===== src/rtl/sal_sched_pkg.sv =====
// Shared definitions for the DRAM command scheduler: command encoding,
// arbitration class indices and the timing-counter width.
package sal_sched_pkg;

    localparam int TW = 5;

    typedef enum logic [2:0] {
        CMD_NOP = 3'd0,
        CMD_ACT = 3'd1,
        CMD_RD  = 3'd2,
        CMD_WR  = 3'd3,
        CMD_PRE = 3'd4,
        CMD_REF = 3'd5
    } cmd_e;

    // Arbitration classes; a lower index means a higher priority.
    localparam logic [1:0] CLS_REF = 2'd0;
    localparam logic [1:0] CLS_PRE = 2'd1;
    localparam logic [1:0] CLS_COL = 2'd2;
    localparam logic [1:0] CLS_ACT = 2'd3;
    localparam int         NUM_CLS = 4;

    // Countdown step that stops at zero.
    function automatic logic [TW-1:0] dec_sat(input logic [TW-1:0] v);
        return (v == '0) ? '0 : v - 1'b1;
    endfunction

endpackage


===== src/rtl/sal_rr_arb.sv =====
// Round-robin arbiter: the search starts at bank ptr and wraps around.
// Produces a one-hot grant and its index. NUM_BK must be a power of 2.
module sal_rr_arb #(
    parameter int NUM_BK = 4
) (
    input  logic [NUM_BK-1:0]         req,
    input  logic [$clog2(NUM_BK)-1:0] ptr,
    output logic [NUM_BK-1:0]         gnt,
    output logic [$clog2(NUM_BK)-1:0] idx
);

    localparam int IDX_W = $clog2(NUM_BK);

    logic [IDX_W-1:0] cand;
    logic             found;

    // Scan upward from the pointer, wrapping; the first requester wins.
    always_comb begin
        // NOTE: every variable gets a default before the loop so no path infers a latch.
        gnt   = '0;
        idx   = '0;
        cand  = '0;
        found = 1'b0;
        for (int i = 0; i < NUM_BK; i++) begin
            cand = ptr + IDX_W'(i);
            if (!found && req[cand]) begin
                found     = 1'b1;
                gnt[cand] = 1'b1;
                idx       = cand;
            end
        end
    end

endmodule


===== src/rtl/sal_cmd_sched.sv =====
// Inter-bank command scheduler. Arbitrates per-bank REF/PRE/RD/WR/ACT
// requests (one grant per cycle, combinational), enforces tRRD/tCCD/tWTR/tRTW
// spacing and drives a registered command bus toward the PHY.
// Optional four-activate window: define SAL_SCHED_FAW_EN.
module sal_cmd_sched
    import sal_sched_pkg::*;
#(
    parameter int NUM_BK = 4,
    parameter int RA_W   = 14,
    parameter int CA_W   = 10,
    parameter int META_W = 16
) (
    input  logic                       clk,
    input  logic                       rst_n,
    input  logic [NUM_BK-1:0]          act_req_i,
    input  logic [NUM_BK-1:0]          rd_req_i,
    input  logic [NUM_BK-1:0]          wr_req_i,
    input  logic [NUM_BK-1:0]          pre_req_i,
    input  logic [NUM_BK-1:0]          ref_req_i,
    input  logic [NUM_BK*RA_W-1:0]     ra_i,
    input  logic [NUM_BK*CA_W-1:0]     ca_i,
    input  logic [NUM_BK*META_W-1:0]   meta_i,
    output logic [NUM_BK-1:0]          act_gnt_o,
    output logic [NUM_BK-1:0]          rd_gnt_o,
    output logic [NUM_BK-1:0]          wr_gnt_o,
    output logic [NUM_BK-1:0]          pre_gnt_o,
    output logic [NUM_BK-1:0]          ref_gnt_o,
    input  logic [4:0]                 t_rrd_m1_i,
    input  logic [4:0]                 t_ccd_m1_i,
    input  logic [4:0]                 t_wtr_m1_i,
    input  logic [4:0]                 t_rtw_m1_i,
    input  logic [4:0]                 t_faw_m1_i,
    output logic [2:0]                 cmd_o,
    output logic [$clog2(NUM_BK)-1:0]  cmd_ba_o,
    output logic [RA_W-1:0]            cmd_ra_o,
    output logic [CA_W-1:0]            cmd_ca_o,
    output logic [META_W-1:0]          cmd_meta_o
);

    localparam int BA_W = $clog2(NUM_BK);

    logic [TW-1:0]     rrd_cnt, ccd_cnt, wtr_cnt, rtw_cnt;
    logic              act_ok, rd_ok, wr_ok, faw_ok;
    logic [NUM_BK-1:0] rd_rq, wr_rq;
    logic [NUM_BK-1:0] cls_req [NUM_CLS];
    logic [NUM_BK-1:0] cls_gnt [NUM_CLS];
    logic [BA_W-1:0]   cls_idx [NUM_CLS];
    logic [BA_W-1:0]   ptr     [NUM_CLS];
    logic [1:0]        sel_cls;
    logic              any_gnt;
    logic [NUM_BK-1:0] gnt_vec;
    logic [BA_W-1:0]   gnt_idx;
    cmd_e              gnt_cmd;
    logic [RA_W-1:0]   sel_ra;
    logic [CA_W-1:0]   sel_ca;
    logic [META_W-1:0] sel_meta;

    assign rd_ok  = (ccd_cnt == '0) && (wtr_cnt == '0);
    assign wr_ok  = (ccd_cnt == '0) && (rtw_cnt == '0);
    assign act_ok = (rrd_cnt == '0) && faw_ok;

    // Requests are masked by timing eligibility so a blocked class falls
    // through to the next one, and by reset so no grant leaks out.
    assign rd_rq            = {NUM_BK{rst_n & rd_ok}} & rd_req_i;
    assign wr_rq            = {NUM_BK{rst_n & wr_ok}} & wr_req_i;
    assign cls_req[CLS_REF] = {NUM_BK{rst_n}} & ref_req_i;
    assign cls_req[CLS_PRE] = {NUM_BK{rst_n}} & pre_req_i;
    assign cls_req[CLS_COL] = rd_rq | wr_rq;
    assign cls_req[CLS_ACT] = {NUM_BK{rst_n & act_ok}} & act_req_i;

    for (genvar c = 0; c < NUM_CLS; c++) begin : g_arb
        sal_rr_arb #(.NUM_BK(NUM_BK)) u_arb (
            .req (cls_req[c]),
            .ptr (ptr[c]),
            .gnt (cls_gnt[c]),
            .idx (cls_idx[c])
        );
    end

    // Pick the highest-priority class that has an eligible requester.
    always_comb begin
        sel_cls = CLS_ACT;
        any_gnt = 1'b0;
        for (int c = NUM_CLS - 1; c >= 0; c--) begin
            if (|cls_req[c]) begin
                sel_cls = 2'(c);
                any_gnt = 1'b1;
            end
        end
    end

    assign gnt_vec   = any_gnt ? cls_gnt[sel_cls] : '0;
    assign gnt_idx   = cls_idx[sel_cls];
    assign ref_gnt_o = (sel_cls == CLS_REF) ? gnt_vec : '0;
    assign pre_gnt_o = (sel_cls == CLS_PRE) ? gnt_vec : '0;
    // A bank asking for both RD and WR gets the RD when it is eligible.
    assign rd_gnt_o  = (sel_cls == CLS_COL) ? (gnt_vec & rd_rq) : '0;
    assign wr_gnt_o  = (sel_cls == CLS_COL) ? (gnt_vec & wr_rq & ~rd_rq) : '0;
    assign act_gnt_o = (sel_cls == CLS_ACT) ? gnt_vec : '0;

    // Encode the granted command for the counters and the bus.
    always_comb begin
        gnt_cmd = CMD_NOP;
        if (any_gnt) begin
            case (sel_cls)
                CLS_REF: gnt_cmd = CMD_REF;
                CLS_PRE: gnt_cmd = CMD_PRE;
                CLS_COL: gnt_cmd = (|(gnt_vec & rd_rq)) ? CMD_RD : CMD_WR;
                default: gnt_cmd = CMD_ACT;
            endcase
        end
    end

    assign sel_ra   = ra_i[gnt_idx*RA_W +: RA_W];
    assign sel_ca   = ca_i[gnt_idx*CA_W +: CA_W];
    assign sel_meta = meta_i[gnt_idx*META_W +: META_W];

    // Inter-bank spacing counters: load on the issuing grant, else count down.
    always_ff @(posedge clk) begin
        // NOTE: sequential state uses non-blocking assignments only.
        if (!rst_n) begin
            rrd_cnt <= '0;
            ccd_cnt <= '0;
            wtr_cnt <= '0;
            rtw_cnt <= '0;
        end else begin
            rrd_cnt <= (gnt_cmd == CMD_ACT) ? t_rrd_m1_i : dec_sat(rrd_cnt);
            ccd_cnt <= (gnt_cmd == CMD_RD || gnt_cmd == CMD_WR) ? t_ccd_m1_i : dec_sat(ccd_cnt);
            rtw_cnt <= (gnt_cmd == CMD_RD) ? t_rtw_m1_i : dec_sat(rtw_cnt);
            wtr_cnt <= (gnt_cmd == CMD_WR) ? t_wtr_m1_i : dec_sat(wtr_cnt);
        end
    end

    // Only the granted class moves its pointer past the winner.
    always_ff @(posedge clk) begin
        if (!rst_n) begin
            for (int c = 0; c < NUM_CLS; c++) ptr[c] <= '0;
        end else if (any_gnt) begin
            ptr[sel_cls] <= gnt_idx + BA_W'(1);
        end
    end

    // Registered command bus; payload fields hold while idle.
    always_ff @(posedge clk) begin
        // NOTE: the payload is cleared in reset as well, so the PHY never sees stale X fields.
        if (!rst_n) begin
            cmd_o      <= CMD_NOP;
            cmd_ba_o   <= '0;
            cmd_ra_o   <= '0;
            cmd_ca_o   <= '0;
            cmd_meta_o <= '0;
        end else begin
            cmd_o <= gnt_cmd;
            if (gnt_cmd != CMD_NOP) begin
                cmd_ba_o   <= gnt_idx;
                cmd_meta_o <= sel_meta;
                cmd_ra_o   <= (gnt_cmd == CMD_PRE || gnt_cmd == CMD_REF) ? '0 : sel_ra;
                cmd_ca_o   <= (gnt_cmd == CMD_RD || gnt_cmd == CMD_WR) ? sel_ca : '0;
            end
        end
    end

`ifdef SAL_SCHED_FAW_EN
    localparam int FAW_SLOTS = 4;
    localparam int FAW_W     = 6;

    logic [FAW_W-1:0] faw_slot [FAW_SLOTS];
    logic [1:0]       faw_free;

    // Lowest free slot; ACT is allowed while any slot is free.
    always_comb begin
        faw_ok   = 1'b0;
        faw_free = '0;
        for (int s = FAW_SLOTS - 1; s >= 0; s--) begin
            if (faw_slot[s] == '0) begin
                faw_ok   = 1'b1;
                faw_free = 2'(s);
            end
        end
    end

    // Each ACT occupies one slot for t_faw_m1+1 cycles.
    always_ff @(posedge clk) begin
        if (!rst_n) begin
            for (int s = 0; s < FAW_SLOTS; s++) faw_slot[s] <= '0;
        end else begin
            for (int s = 0; s < FAW_SLOTS; s++) begin
                if (gnt_cmd == CMD_ACT && faw_free == 2'(s))
                    faw_slot[s] <= FAW_W'(t_faw_m1_i);
                else if (faw_slot[s] != '0)
                    faw_slot[s] <= faw_slot[s] - 1'b1;
            end
        end
    end
`else
    logic unused_faw;
    assign faw_ok     = 1'b1;
    assign unused_faw = ^t_faw_m1_i;
`endif

endmodule

===== config.mk =====
export PLATFORM = sky130hd
export DESIGN_NAME = sal_cmd_sched
export DESIGN_NICKNAME = d
export VERILOG_FILES = /design/src/rtl/sal_sched_pkg.sv /design/src/rtl/sal_rr_arb.sv /design/src/rtl/sal_cmd_sched.sv
export SDC_FILE = /design/constraint.sdc
export NUM_CORES = 1
export LEC_CHECK = 0
export ABC_AREA = 1
export CORE_UTILIZATION = 35
export CTS_CLUSTER_SIZE = 25
export DETAILED_ROUTE_END_ITERATION = 10
export PLACE_DENSITY = 0.67
export SYNTH_ARGS = -nofsm -noshare
export SYNTH_HDL_FRONTEND = slang
export SYNTH_HIERARCHICAL = 1
export SYNTH_SLANG_ARGS = --single-unit

===== constraint.sdc =====
create_clock -name clk -period 6.27 [get_ports clk]
set_input_delay 1.881 -clock clk [delete_from_list [all_inputs] [get_ports clk]]
set_output_delay 1.881 -clock clk [all_outputs]
set_load 0.01 [all_outputs]

=== Word level (Yosys, flattened, before mapping) ===
Memory sizes are Yosys's and may differ from the RTL's.
Index checks and enable logic that the tools add are counted.

* Flip-flop bits (word level): 65
* RAM bits: 8
* Bits of input ports: 207
* Output and inout bits: 65
* Logic and storage cells: 302
* Memories: 1

* $add $sub $neg: 17
* Multipliers: 2
* Order comparisons: 33
* Equality and inequality tests: 8
* Shifts and indexed selects: 3
* Muxes and demuxes: 147
* Bitwise logic cells: 26
* Reduce and logical (&&, ||, !) cells: 56

{| class="wikitable"
|+ Memories
! memory !! words !! width !! read ports !! clocked after Yosys merged registers in !! write ports !! line !! source
|-
| ptr || 4 || 2 || 4 || 0 || 4 || sal_cmd_sched.sv:48 || <nowiki>logic [BA_W-1:0] ptr [NUM_CLS];</nowiki>
|}

{| class="wikitable"
|+ Operator list
! kind !! number
|-
| $mux 4 || 24
|-
| $shiftx 64x7->16 || 1
|-
| $shiftx 56x7->14 || 1
|-
| $mux 1 || 55
|-
| $or 4x4->4 || 13
|-
| $lt 2x3->1 const B || 16
|-
| $mux 2 || 22
|-
| $mux 5 || 8
|-
| $shiftx 40x7->10 || 1
|-
| $and 4x4->4 || 8
|-
| $bmux 1 s2 || 16
|-
| $demux 1 s2 || 16
|-
| $ge 2x1->1 const B || 16
|-
| $logic_and 1x1->1 || 30
|-
| $logic_not 5->1 || 4
|-
| $reduce_or 4->1 || 5
|-
| $sub 5x1->5 const B || 4
|-
| $add 2x2->2 const B || 8
|-
| $mux 14 || 1
|-
| $logic_not 1->1 || 12
|-
| $add 2x1->2 const B || 5
|-
| $mul 2x3->5 const B || 2
|-
| $mux 10 || 1
|-
| $pmux 3 s3 || 1
|-
| 16 further kinds || 22
|}

=== Logic depth before layout (Yosys ltp) ===
* Word-level depth: 29
* Mapped depth: 27
* Mapped depth without buffers: 27

=== Cells and area by module ===
Netlist, hierarchy kept.

{| class="wikitable"
|+ By module, submodules not included
! module !! instances !! cells an instance !! area an instance (um^2) !! sequential area each (um^2)
|-
| sal_cmd_sched || 1 || 798 || 4996.0 || 1541.5
|-
| sal_rr_arb (g_arb[0].u_arb ...) || 3 || 73 || 439.2 || 0.0
|-
| sal_rr_arb (g_arb[3].u_arb) || 1 || 82 || 515.5 || 0.0
|}

=== Worst setup path after synthesis ===
No wires, ideal clock.

* Path type: input to output
* From: input rst_n
* To: output wr_gnt_o[3]
* Arrival time: 3.990 ns
* Data required time: 4.389 ns
* Path slack: 0.399 ns
* Cell stages on the path: 20
* Path buffers: 2
* Cells stage by stage: buf_2 buf_2 inv_1 nor2_1 inv_1 nor2_1 inv_1 nand2_1 nand3_1 nand2_1 nand2_1 inv_1 nand3_1 nand3_1 nand4_1 nand2_1 inv_1 nand2_1 nand2_1 nor4_1

{| class="wikitable"
|+ RTL lines
! item !! line !! source
|-
| from (decl) || sal_cmd_sched.sv:14 || <nowiki>input logic rst_n,</nowiki>
|-
| to (decl) || sal_cmd_sched.sv:25 || <nowiki>output logic [NUM_BK-1:0] wr_gnt_o,</nowiki>
|}

==> results.json <==
{
  "setup_tns_ns": 0,
  "path_max_fanout": 6,
  "synthDominantCellAreaShare_pct": 19.1,
  "synthArstFlopShare_pct": 0,
  "cp-endpoint": "act_gnt_o[3]",
  "final_util_pct": 56.7,
  "hold_buffers": 0,
  "synthDistinctLibCells": 48,
  "synth_area_sq_um": 6830,
  "wire_per_inst_um": 14.2,
  "cts_max_path_buffers": 2,
  "p_leak_nw": 5.13,
  "p_int_mw": 2.28,
  "r2r_setup_slack_ns": 2.40,
  "slew_headroom_pct": 40.5,
  "yosys.area.top_type": "dfxtp_1",
  "io_buffers": 266,
  "h-tree-depth": 3,
  "combPwrFrac_pct": 70.8,
  "clock_skew_ns": 0.0126,
  "pin_count": 272,
  "p_total_mw": 4.46,
  "power_density_nw_per_um2": 416,
  "ant_nets": 0,
  "place_hpwl_um": 18700,
  "p_sw_share_pct": 48.8,
  "initial_utilization_pct": 36.1,
  "peakVddDrop_v": 0.000212,
  "finalHoldViolCount": 0,
  "drt_iter0_markers": 412,
  "startpoint_type": "primary input",
  "synth_area_per_cell_sq_um": 6.21,
  "seq_area_frac_synth_pct": 22.6,
  "die-width_um": 142,
  "drive_gt1_share_pct": 15.6,
  "grt_max_degree": 63,
  "clkSinkCount": 73,
  "syn-num-nets": 1334,
  "fin_crit_sh_pct": 97.3,
  "drc_errors": 0,
  "worst_pin_slew_ns": 0.890,
  "hp-class": "flip-flop to flip-flop",
  "drtPass1Iterations": 6,
  "yosysMostFrequentCell": "nand2_1",
  "core_sq_um": 18900,
  "area_growth_pct": 56.8,
  "vias_per_cell": 4.86,
  "gp_congestion": 0.904,
  "yosys-top-cells-area": "dfxtp_1 19%, nand2_1 18%, nand3_1 11%",
  "setup_viol": 0,
  "pwr-share-clk_pct": 12.4,
  "netlist_instances": 1099,
  "reg2reg_depth": 25,
  "std_cell_rows": 50,
  "worstReg2RegStart": "ccd_cnt[0]$_SDFF_PN0_",
  "grt_pass1_vias": 7835,
  "crit_required_ns": 4.39,
  "fmax_mhz": 164,
  "maxSlewViolCount": 0,
  "crit_type": "primary input to primary output",
  "worstPathArrival_ns": 4.22,
  "startpoint": "rst_n",
  "synth_edf_count": 8,
  "ys_seq_elements": 73,
  "cts_tree": "yes",
  "vias": 8222,
  "grt_util_all_layers_pct": 24.1,
  "end_kind": "primary output",
  "drv_cap": 0,
  "min_period_ns": 6.10,
  "final_cells": 1693,
  "dieArea_sq_um": 20100,
  "grt.overflow.total": 0,
  "p_seq_share_pct": 16.7,
  "switchingPower_mw": 2.18,
  "routed_wl_um": 24000,
  "status": "completed",
  "insertion_delay_ns": 0.34,
  "cts_buffers": 9,
  "r2r-end": "cmd_ra_o[11]$_SDFFE_PN0P_",
  "yosys_warnings": 6,
  "path_clk_slew_ns": 0.06,
  "die_y_um": 142,
  "antenna_found_initial": 2,
  "fin_nets": 1661,
  "synth_common_cells": "329 x nand2_1, 153 x nand3_1, 125 x inv_1",
  "grt_pass1_wl_um": 38200,
  "synth-main-ff-cell": "dfxtp_1",
  "cts_root_buf": "clkbuf_16",
  "dp.cells": 1667
}
[through the flow]
| step | setup slack [ns] | cell area, sq um | hold WS [ns] |
|---|---|---|---|
| after detailed placement | -0.679 | 10200 | 0.438 |
| final | 0.171 | 10700 | 0.450 |
| after global routing | -0.0221 | 10700 | 0.467 |
| after floorplan | 0.399 | 6830 | 0.446 |
| after global placement | -0.618 | 10200 | 0.437 |
| after CTS | 0.0314 | 10600 | 0.452 |
[layer usage]
metal,wire length [um],up-vias,global-route usage [%]
met5,0,-,0
met4,727,0,9.28
met3,2020,53,8.17
met2,11800,290,43.5
met1,9530,3653,26.0
li1,-,4226,-
[state kept, by name, summed over array words and instances, names as in the netlist, 3 cells and up]
signal      count
cmd_o           3
ptr             8
cmd_meta_o     16
cmd_ca_o       10
wtr_cnt         5
ccd_cnt         5
rtw_cnt         5
rrd_cnt         5
cmd_ra_o       14
[layout make-up]
type	count	area [sq um]
sequential	73	1540
inverter	142	557
antenna	2	5.00
fill	1889	8180
clock inverter	5	81.3
timing repair buffer	356	3350
tap	260	325
multi-input combinational	844	4610
clock buffer	11	233
[cells in the final DEF (no fill, tap or decap), types with 3 or more instances in the layout]
cell type and instances:
nand2_1 322, clkdlybuf4s50_1 252, nand3_1 152, inv_1 123
buf_4 88, nor2_1 83, dfxtp_1 65, nand2_2 39
a21oi_1 36, o211ai_1 36, ha_1 28, nand4_1 22
nor2_4 18, o21ai_0 17, inv_2 15, a21boi_0 15
dlygate4sd2_1 11, clkbuf_16 9, edfxtp_1 8, nor2_2 7
nand3_4 7, nand2_4 7, nand3_2 5, nor3_1 5
or2_0 5, o21ai_1 4, o22ai_1 4, mux2_2 4
nand2_8 3, xnor2_1 3, nand3b_1 3
[cell families (layout without fill, tap and decap cells)]
group           count (synthesis)  count (layout)  share of synthesized area, %
compound gates                120             120                          11.2
xor+xnor                        5               5                         0.641
fa+ha+maj                      28              28                          5.13
buf+inv                       185             514                          11.9
flops                          73              73                          22.6
mux                             4               4                         0.660
other cells                     0               2                             0
simple gates                  684             687                          47.9
[how the worst min path moves through the flow]
stage / to / depth (start not counted) / slack [ns] / startpoint
2_1_floorplan: ccd_cnt[0]$_SDFF_PN0_ / 1 / 0.45 / ccd_cnt[0]$_SDFF_PN0_
3_3_place_gp: cmd_ca_o[1]$_SDFFE_PN0P_ / 2 / 0.44 / cmd_ca_o[1]$_SDFFE_PN0P_
3_5_place_dp: cmd_ca_o[6]$_SDFFE_PN0P_ / 2 / 0.44 / cmd_ca_o[6]$_SDFFE_PN0P_
4_1_cts: cmd_ca_o[6]$_SDFFE_PN0P_ / 2 / 0.45 / cmd_ca_o[6]$_SDFFE_PN0P_
5_1_grt: cmd_ra_o[8]$_SDFFE_PN0P_ / 2 / 0.47 / cmd_ra_o[8]$_SDFFE_PN0P_
6_report: cmd_meta_o[15]$_SDFFE_PN0P_ / 2 / 0.45 / cmd_meta_o[15]$_SDFFE_PN0P_
[timing repair]
item	in CTS	in global routing
setup endpoints to repair	20	12
setup buffers	2	3
endpoints found under the hold margin	0	0
gates resized for setup	26	22
pin swaps	3	6
cloned	3	0
[power groups by stage]
stage / clock network [mW] / registers [mW] / logic [mW]
6_report: 0.555 / 0.745 / 3.16
5_1_grt: 0.595 / 0.766 / 3.52
4_1_cts: 0.567 / 0.745 / 3.14
3_5_place_dp: 0 / 0.751 / 3.06
3_3_place_gp: 0 / 0.748 / 3.05
2_1_floorplan: 0 / 0.767 / 2.08
[critical path, cell delays in order]
cell and delay [ns]:
clkbuf_4 0.16, nand3_4 0.11, nor2_4 0.23, nand2_2 0.09
nand2_2 0.10, inv_1 0.04, nand2_1 0.11, nand3_4 0.13
buf_12 0.16, nand2_4 0.10, nor2_4 0.06, a21oi_2 0.14
nand3_1 0.09, nand3_1 0.08, nand2_1 0.05, inv_1 0.04
nand2_1 0.09, nand2_1 0.10, buf_4 0.12, nor2_1 0.03
dlygate4sd2_1 0.28
Power figures use the tool's default switching activity.
